[src/rtl/instr_decode_stage_pkg.sv]
// Shared types and constants for the instruction decode stage:
// ALU control codes, micro-op layout, field widths and FSM states.
package instr_decode_stage_pkg;

  localparam int OPCODE_W = 4;
  localparam int FIELD_W  = 5;
  localparam int INSTR_W  = OPCODE_W + FIELD_W;

  // Opcodes at or above this value have no ALU mapping
  localparam logic [OPCODE_W-1:0] ILLEGAL_OPC_MIN = 4'd10;

  typedef enum logic [3:0] {
    ALU_ADD  = 4'd0,
    ALU_ADDC = 4'd1,
    ALU_SUB  = 4'd2,
    ALU_SLL  = 4'd3,
    ALU_SRA  = 4'd4,
    ALU_SLLC = 4'd5,
    ALU_SRLC = 4'd6,
    ALU_AND  = 4'd7,
    ALU_OR   = 4'd8,
    ALU_NEG  = 4'd9
  } alu_ctrl_t;

  typedef struct packed {
    alu_ctrl_t          op;
    logic [FIELD_W-1:0] field;
    logic               last;
    logic               illegal;
  } uop_t;

  localparam int UOP_W = $bits(uop_t);

  typedef enum logic {ST_IDLE, ST_EXPAND} dec_state_t;

  function automatic logic is_illegal(input logic [OPCODE_W-1:0] opc);
    return opc >= ILLEGAL_OPC_MIN;
  endfunction

endpackage

[src/rtl/decode_fifo2.sv]
// Two-entry micro-op FIFO; head entry is always visible on head_data.
// Storage is cleared on reset so the head reads as zero while empty after reset.
module decode_fifo2
  import instr_decode_stage_pkg::*;
#(
  parameter int W = UOP_W
) (
  input  logic         clk,
  input  logic         reset,
  input  logic         push,
  input  logic [W-1:0] push_data,
  input  logic         pop,
  output logic [W-1:0] head_data,
  output logic         full,
  output logic         empty
);

  logic [W-1:0] mem_q [2];
  logic [W-1:0] mem_d [2];
  logic         wr_ptr_q, wr_ptr_d;
  logic         rd_ptr_q, rd_ptr_d;
  logic [1:0]   cnt_q, cnt_d;
  logic         do_push, do_pop;

  assign full      = (cnt_q == 2'd2);
  assign empty     = (cnt_q == 2'd0);
  assign head_data = mem_q[rd_ptr_q];
  assign do_push   = push && !full;
  assign do_pop    = pop && !empty;

  always_comb begin
    mem_d    = mem_q;
    wr_ptr_d = wr_ptr_q;
    rd_ptr_d = rd_ptr_q;
    if (do_push) begin
      mem_d[wr_ptr_q] = push_data;
      wr_ptr_d        = ~wr_ptr_q;
    end
    if (do_pop) begin
      rd_ptr_d = ~rd_ptr_q;
    end
    cnt_d = cnt_q + {1'b0, do_push} - {1'b0, do_pop};
  end

  always_ff @(posedge clk) begin
    if (reset) begin
      mem_q[0] <= '0;
      mem_q[1] <= '0;
      wr_ptr_q <= 1'b0;
      rd_ptr_q <= 1'b0;
      cnt_q    <= 2'd0;
    end else begin
      mem_q    <= mem_d;
      wr_ptr_q <= wr_ptr_d;
      rd_ptr_q <= rd_ptr_d;
      cnt_q    <= cnt_d;
    end
  end

endmodule

[src/rtl/instr_decode_stage.sv]
// Instruction decode stage: maps 9-bit instructions to ALU micro-ops via a 2-entry FIFO.
// Define DECODE_SUB_EXPAND_EN to split Sub into a Neg/Add micro-op pair.
module instr_decode_stage
  import instr_decode_stage_pkg::*;
#(
  parameter bit ILLEGAL_PASS = 1'b1
) (
  input  logic               clk,
  input  logic               reset,
  input  logic               in_valid,
  output logic               in_ready,
  input  logic [INSTR_W-1:0] in_instr,
  output logic               out_valid,
  input  logic               out_ready,
  output alu_ctrl_t          out_op,
  output logic [FIELD_W-1:0] out_field,
  output logic               out_last,
  output logic               out_illegal,
  output logic               err_sticky
);

`ifdef DECODE_SUB_EXPAND_EN
  localparam bit SubExpand = 1'b1;
`else
  localparam bit SubExpand = 1'b0;
`endif

  dec_state_t         state_q, state_d;
  logic [FIELD_W-1:0] pend_field_q, pend_field_d;
  logic               err_q, err_d;

  logic [OPCODE_W-1:0] opc;
  logic [FIELD_W-1:0]  fld;
  logic                accept, push, pop, full, empty;
  uop_t                push_uop, head_uop;
  logic [UOP_W-1:0]    push_bits, head_bits;

  assign opc       = in_instr[INSTR_W-1:FIELD_W];
  assign fld       = in_instr[FIELD_W-1:0];
  assign in_ready  = (state_q == ST_IDLE) && !full;
  assign accept    = in_valid && in_ready;
  assign out_valid = !empty;
  assign pop       = out_valid && out_ready;
  assign push_bits = push_uop;
  assign head_uop  = uop_t'(head_bits);

  always_comb begin
    state_d      = state_q;
    pend_field_d = pend_field_q;
    err_d        = err_q;
    push         = 1'b0;
    push_uop     = '0;
    case (state_q)
      ST_IDLE: begin
        if (accept) begin
          if (is_illegal(opc)) begin
            err_d    = 1'b1;
            push     = ILLEGAL_PASS;
            push_uop = '{op: ALU_ADD, field: fld, last: 1'b1, illegal: 1'b1};
          end else if (SubExpand && (alu_ctrl_t'(opc) == ALU_SUB)) begin
            push         = 1'b1;
            push_uop     = '{op: ALU_NEG, field: fld, last: 1'b0, illegal: 1'b0};
            pend_field_d = fld;
            state_d      = ST_EXPAND;
          end else begin
            push     = 1'b1;
            push_uop = '{op: alu_ctrl_t'(opc), field: fld, last: 1'b1, illegal: 1'b0};
          end
        end
      end
      // Second half of an expanded Sub waits for a free FIFO slot
      ST_EXPAND: begin
        if (!full) begin
          push     = 1'b1;
          push_uop = '{op: ALU_ADD, field: pend_field_q, last: 1'b1, illegal: 1'b0};
          state_d  = ST_IDLE;
        end
      end
      default: state_d = ST_IDLE;
    endcase
  end

  always_ff @(posedge clk) begin
    if (reset) begin
      state_q <= ST_IDLE;
      err_q   <= 1'b0;
    end else begin
      state_q <= state_d;
      err_q   <= err_d;
    end
  end

  always_ff @(posedge clk) begin
    pend_field_q <= pend_field_d;
  end

  decode_fifo2 #(.W(UOP_W)) u_fifo (
    .clk       (clk),
    .reset     (reset),
    .push      (push),
    .push_data (push_bits),
    .pop       (pop),
    .head_data (head_bits),
    .full      (full),
    .empty     (empty)
  );

  assign out_op      = head_uop.op;
  assign out_field   = head_uop.field;
  assign out_last    = head_uop.last;
  assign out_illegal = head_uop.illegal;
  assign err_sticky  = err_q;

endmodule
[config.mk]
export PLATFORM = sky130hd
export DESIGN_NAME = instr_decode_stage
export DESIGN_NICKNAME = d
export VERILOG_FILES = /design/src/rtl/instr_decode_stage_pkg.sv /design/src/rtl/decode_fifo2.sv /design/src/rtl/instr_decode_stage.sv
export SDC_FILE = /design/constraint.sdc
export NUM_CORES = 1
export LEC_CHECK = 0
export ABC_AREA = 1
export BUFFER_PORTS_ARGS = -buffer_cell sky130_fd_sc_hd__buf_2
export CAP_MARGIN = 20
export CELL_PAD_IN_SITES_DETAIL_PLACEMENT = 1
export CELL_PAD_IN_SITES_GLOBAL_PLACEMENT = 1
export CORE_ASPECT_RATIO = 0.9
export CORE_UTILIZATION = 42
export CTS_CLUSTER_DIAMETER = 200
export CTS_CLUSTER_SIZE = 25
export DETAILED_ROUTE_END_ITERATION = 12
export PLACE_DENSITY_LB_ADDON = 0.3
export SYNTH_ARGS = -nofsm -noshare
export SYNTH_HDL_FRONTEND = slang
export SYNTH_HIERARCHICAL = 1
export SYNTH_SLANG_ARGS = --single-unit
[constraint.sdc]
create_clock -name clk -period 3.4 [get_ports clk]
set_input_delay 0.51 -clock clk [delete_from_list [all_inputs] [get_ports clk]]
set_output_delay 0.51 -clock clk [all_outputs]
set_load 0.1 [all_outputs]
# == Word level (Yosys, flattened, before mapping) ==
# Index checks and enable logic that the tools add are counted.
# totals
regBits,28
output_inout_bits,14
elab_cells,44
input_bits,13
# op_classes
reduce_logical,11
muxes,14
bitwise,5
addsub,2
n_eq_ne,1
n_lt_le_gt_ge,4
# ops
operator,n
2-to-1 mux 11 bit,6
bitwise mux 22 bit,1
one-hot mux 11 bit (2 select lines),1
demux 11 bit (select 1 bit),1
2-to-1 mux 7 bit,1
logical AND 1 bit,6
greater-or-equal comparator 2 bit (second input constant),2
greater-or-equal comparator 4 bit (second input constant),1
NOT 1 -> 2 bit,2
2-to-1 mux 1 bit,3
NOT 1 bit,3
AND reduction 3 bit,1
adder 2 x 1 -> 2 bit,1
== test 2 bit (second input constant),1
zero test 1 bit,2
zero test 2 bit,1
< comparator 2 x 1 -> 1 bit (second input constant),1
one-hot mux 1 bit (2 select lines),1
OR reduction 2 bit,1
subtractor 2 x 1 -> 2 bit,1

# == Logic depth before layout (Yosys ltp) ==
# depth
depth_word,9
ltp_mapped,14
depth_no_buf,13

# == Modules after synthesis ==
# Netlist, hierarchy kept.
# modules_own_cells
module,area_per_inst_um2,seq_area_each_um2,n_inst,cells_per_inst
decode_fifo2,1483.9,520.5,1,234
instr_decode_stage,217.7,40.0,1,38

# == Least setup slack after synthesis ==
# Ideal clock, no wire load.
# synth_timing
kind,register to output
from,register u_fifo.rd_ptr_q
to,output port out_field[0]
path_buffers,1
required_time_ps,2890
arrival_ps,2628
stages_incl_launch_ff,3
path_slack_ps,262
cell_sequence,dfxtp_1 clkbuf_1 o21ai_0
# synth_between
elab_chain_cells,4
# synth_rtl
item,line,source
start: declaration,decode_fifo2.sv:21,"logic rd_ptr_q, rd_ptr_d;"
start signal: assignment,decode_fifo2.sv:55,rd_ptr_q <= rd_ptr_d;
NOT 1 -> 2 bit (implied by the code),decode_fifo2.sv:27,assign head_data = mem_q[rd_ptr_q];
2-to-1 mux 11 bit (implied by the code) (3 in series),decode_fifo2.sv:27,
end: declaration,instr_decode_stage.sv:16,"output logic [FIELD_W-1:0] out_field,"
# Every way passes these cells. The select of a mux whose other input is x is not followed.

# == Worst setup path in the final report ==
# layout_timing
from,register u_fifo.cnt_q[0]
to,register u_fifo.cnt_q[1]
# layout_between
elab_chain_cells,9
elab_cells_between_ends,14
classes_between,add/sub (2); eq/ne (1); mux (3); reduce/logical (8)
# layout_rtl
item,line,source
start: declaration,decode_fifo2.sv:22,"logic [1:0] cnt_q, cnt_d;"
start signal: assignment,decode_fifo2.sv:56,cnt_q <= cnt_d;
== test 2 bit (*),decode_fifo2.sv:25,assign full = (cnt_q == 2'd2);
net full,instr_decode_stage.sv:34,"logic accept, push, pop, full, empty;"
zero test 1 bit,instr_decode_stage.sv:40,assign in_ready = (state_q == ST_IDLE) && !full;
logical AND 1 bit,instr_decode_stage.sv:40,
logical AND 1 bit,instr_decode_stage.sv:41,assign accept = in_valid && in_ready;
2-to-1 mux 1 bit,instr_decode_stage.sv:55,if (accept) begin
one-hot mux 1 bit (2 select lines) (*),instr_decode_stage.sv:53,case (state_q)
net push,instr_decode_stage.sv:34,
logical AND 1 bit (*),decode_fifo2.sv:28,assign do_push = push && !full;
adder 2 x 1 -> 2 bit (*),decode_fifo2.sv:42,"cnt_d = cnt_q + {1'b0, do_push} - {1'b0, do_pop};"
subtractor 2 x 1 -> 2 bit (*),decode_fifo2.sv:42,
# Mark *: on every way through the listed nets, which the timed path passes. The rest lies on a longest branch.
# A chain may end at the register's enable or synchronous reset.

==> flow_summary.toml <==
[outcome]
outcome = "finished, final reports clean"

[flow_run]
drv_cap = 0

[layout]
nets = 306
design_area_um2 = 1870
final_common_cell = "inv_1"
nFillCells = 550
drive_gt1_frac = 0.224
final_cell_mix = "65 x inv_1, 55 x nand2_1, 37 x nor2_1, 28 x dfxtp_1, 26 x buf_2"
antenna_cells = 0
area_delta_synth_final_pct = 9.78

[sta]
layout_min_cycle_time_ps = 2350
timing.fmax_ghz = 0.425
hold_viol = 0
worst_pin_slew_ps = 715
finalSetupViolations = 0
min_period_over_period = 0.691
setup-tns-final_ps = 0
slew_viol_final = 0
final.setup_skew_ps = 5.25
max-slew-margin-rel = 0.523
rsz0062_at_grt = "false"

[global_route]
grt_usage = 0.187
grt_overflow = 0
grt_pass1_vias = 1534
antenna_found_initial = 0
grt_pass1_wl_mm = 6.56
grt_start_max_net_pins = 27

[critical_path]
cp_top_family = "simple AND/OR/NAND/NOR gates"
reg2regPathDepth = 12
crit_type = "flip-flop to flip-flop"
slowest_stage = "dfxtp_1"
critPathRequiredTime_ps = 3580
path_depth = 12
path_cells = "inv_1 > nand2_4 > inv_1 > a21oi_2 > buf_4 > nand2_1 > ha_1 > inv_1 > ha_1 > or2_2 > a21oi_1 > nor2_1"
cp_max_fo = 26
arrival_ps = 2530
crit_path_end_kind = "flip-flop"
cp-start-kind = "flip-flop"
crit_path_max_incr_delay_ps = 340
cp_common_cell = "inv_1"
cp_num_buf_inv = 4

[clocking]
cts_tree = "yes"
insertion_delay_ps = 270
cts.path.max_buffers = 2
cts-resized-gates = 0
cts.sinks = 28
clk_pin_slew_worst_paths_ps = 100
ctsHtreeMaxLevel = 1
cts-root-buf = "clkbuf_8"
cts_hold_buf = 0
cts_buffers = 3
cts_setup_buffers = 0

[placed_design]
placed_area_um2 = 1810
hpwl_mm = 2.67
globalplace.congestion = 0.718
port-buffer-count = 26

[synth]
synth.area.mux_share = 0
synth_seq_cells = 28
synthesis.nets = 287
synth_top_area_frac = 0.329
synth-compound-area-share = 0.0463
ys_types = 24
synth-xor-area-share = 0
synth_largest_area_cell = "dfxtp_1"
avgSynthCellArea_um2 = 6.26
yosysWarnings = 6
synthAdderAreaFrac = 0.0147
synthesis.area_um2 = 1700
yosysSeqAreaShare = 0.329
synth_top_family_by_area = "simple AND/OR/NAND/NOR gates"
syn_inst = 272
synthSimpleGateAreaFrac = 0.384
synth_area_leaders = "dfxtp_1 33%, inv_1 14%, nand2_1 12%"

[power_and_ir_drop]
powerDensity_nw_per_um2 = 872
p_int_w = 0.000717
p_seq_frac = 0.283
ir_drop_v = 0.000399
total_power_w = 0.00163
combPwrFrac = 0.591
power_frac_clock = 0.126
switching_share = 0.560
p_leak_nw = 1.01
switchingPower_w = 0.000912

[floorplanning]
rows = 21
die_h_um = 62.4
die_x_um = 69.1
num_io_pins = 27
core-area_um2 = 3810
start_util = 0.447
die_area_um2 = 4310

[worst_hold_path]
hold_path_depth = 2
hold_path.class = "primary input to flip-flop"

[routing]
dr.pass1.iters = 4
wl_per_cell_um = 10.5
drc = 0
vias_per_cell = 4.64
vias = 1558
drt_wl_total_mm = 3.53
drtIter0Drc = 23
final_antenna_net_count = 0
## per-stage QoR
stage	worst slack, ps	instances	hold slack (ps)	utilization
after global placement	1130	332	447	0.476
final	1050	336	441	0.490
after CTS	1030	336	440	0.490
after global routing	802	336	443	0.490
after detailed placement	1050	332	453	0.476
after floorplan	262	272	453	-
## worst reg2reg max path: cells and delay by family (launching register included)
family	cells	cell delay (ps)
adder cells (fa/ha/maj)	2	470
buffers and inverters	4	510
flip-flops	1	340
AO/OA/AOI/OAI	2	240
AND/OR/NAND/NOR	4	690
## final cells by class
| class | count | area [um2] | area share |
|---|---|---|---|
| Multi-Input combinational cell | 152 | 761 | 0.407 |
| Clock buffer | 4 | 55.1 | 0.0295 |
| Sequential cell | 28 | 561 | 0.300 |
| Tap cell | 46 | 57.6 | 0.0308 |
| Inverter | 79 | 297 | 0.159 |
| Timing Repair Buffer | 27 | 138 | 0.0737 |
## routing by layer
layer  part of all wire  vias up  track usage
met5                  0        -            0
met4             0.0062        0       0.0383
met3              0.035        2       0.0387
met2               0.48       27        0.334
met1               0.48      694        0.230
li1                   -      835            -
## sequential cells by signal (all words and copies together) (netlist names)
signal,count
u_fifo/wr_ptr_q,1
u_fifo/rd_ptr_q,1
state_q,1
u_fifo/cnt_q,2
err_sticky,1
u_fifo/mem_q,22
## cell families after synthesis
family / after synthesis
adders and majority gates: 2
and+or+nand+nor: 135
buffers and inverters: 92
DFF: 28
AOI/OAI and AO/OA: 15
## power by group through the flow
stage	Clock (W)	Sequential [W]	Combinational, W
2_1_floorplan	0	0.000452	0.000869
3_3_place_gp	0	0.000467	0.000951
3_5_place_dp	0	0.000471	0.000969
4_1_cts	0.000214	0.000463	0.000973
5_1_grt	0.000233	0.000473	0.00106
6_report	0.000205	0.000461	0.000963
## worst paths after layout
check                         end  slack, ps       startpoint
setup reg to reg  u_fifo/cnt_q[1]       1050  u_fifo/cnt_q[0]
hold / removal         err_sticky        440            reset
hold reg to reg        err_sticky        460       err_sticky
setup / recovery  u_fifo/cnt_q[1]       1050  u_fifo/cnt_q[0]
## synthesized netlist by cell type, drive strengths merged
cell    count
a21oi       4
o21ai      11
buf        12
inv        79
nor3        2
nand3       4
clkbuf      1
dfxtp      28
nand4      22
nand2      67
or2         1
ha          2
nor2       39
Note: power is estimated with default switching activity, not from simulation.
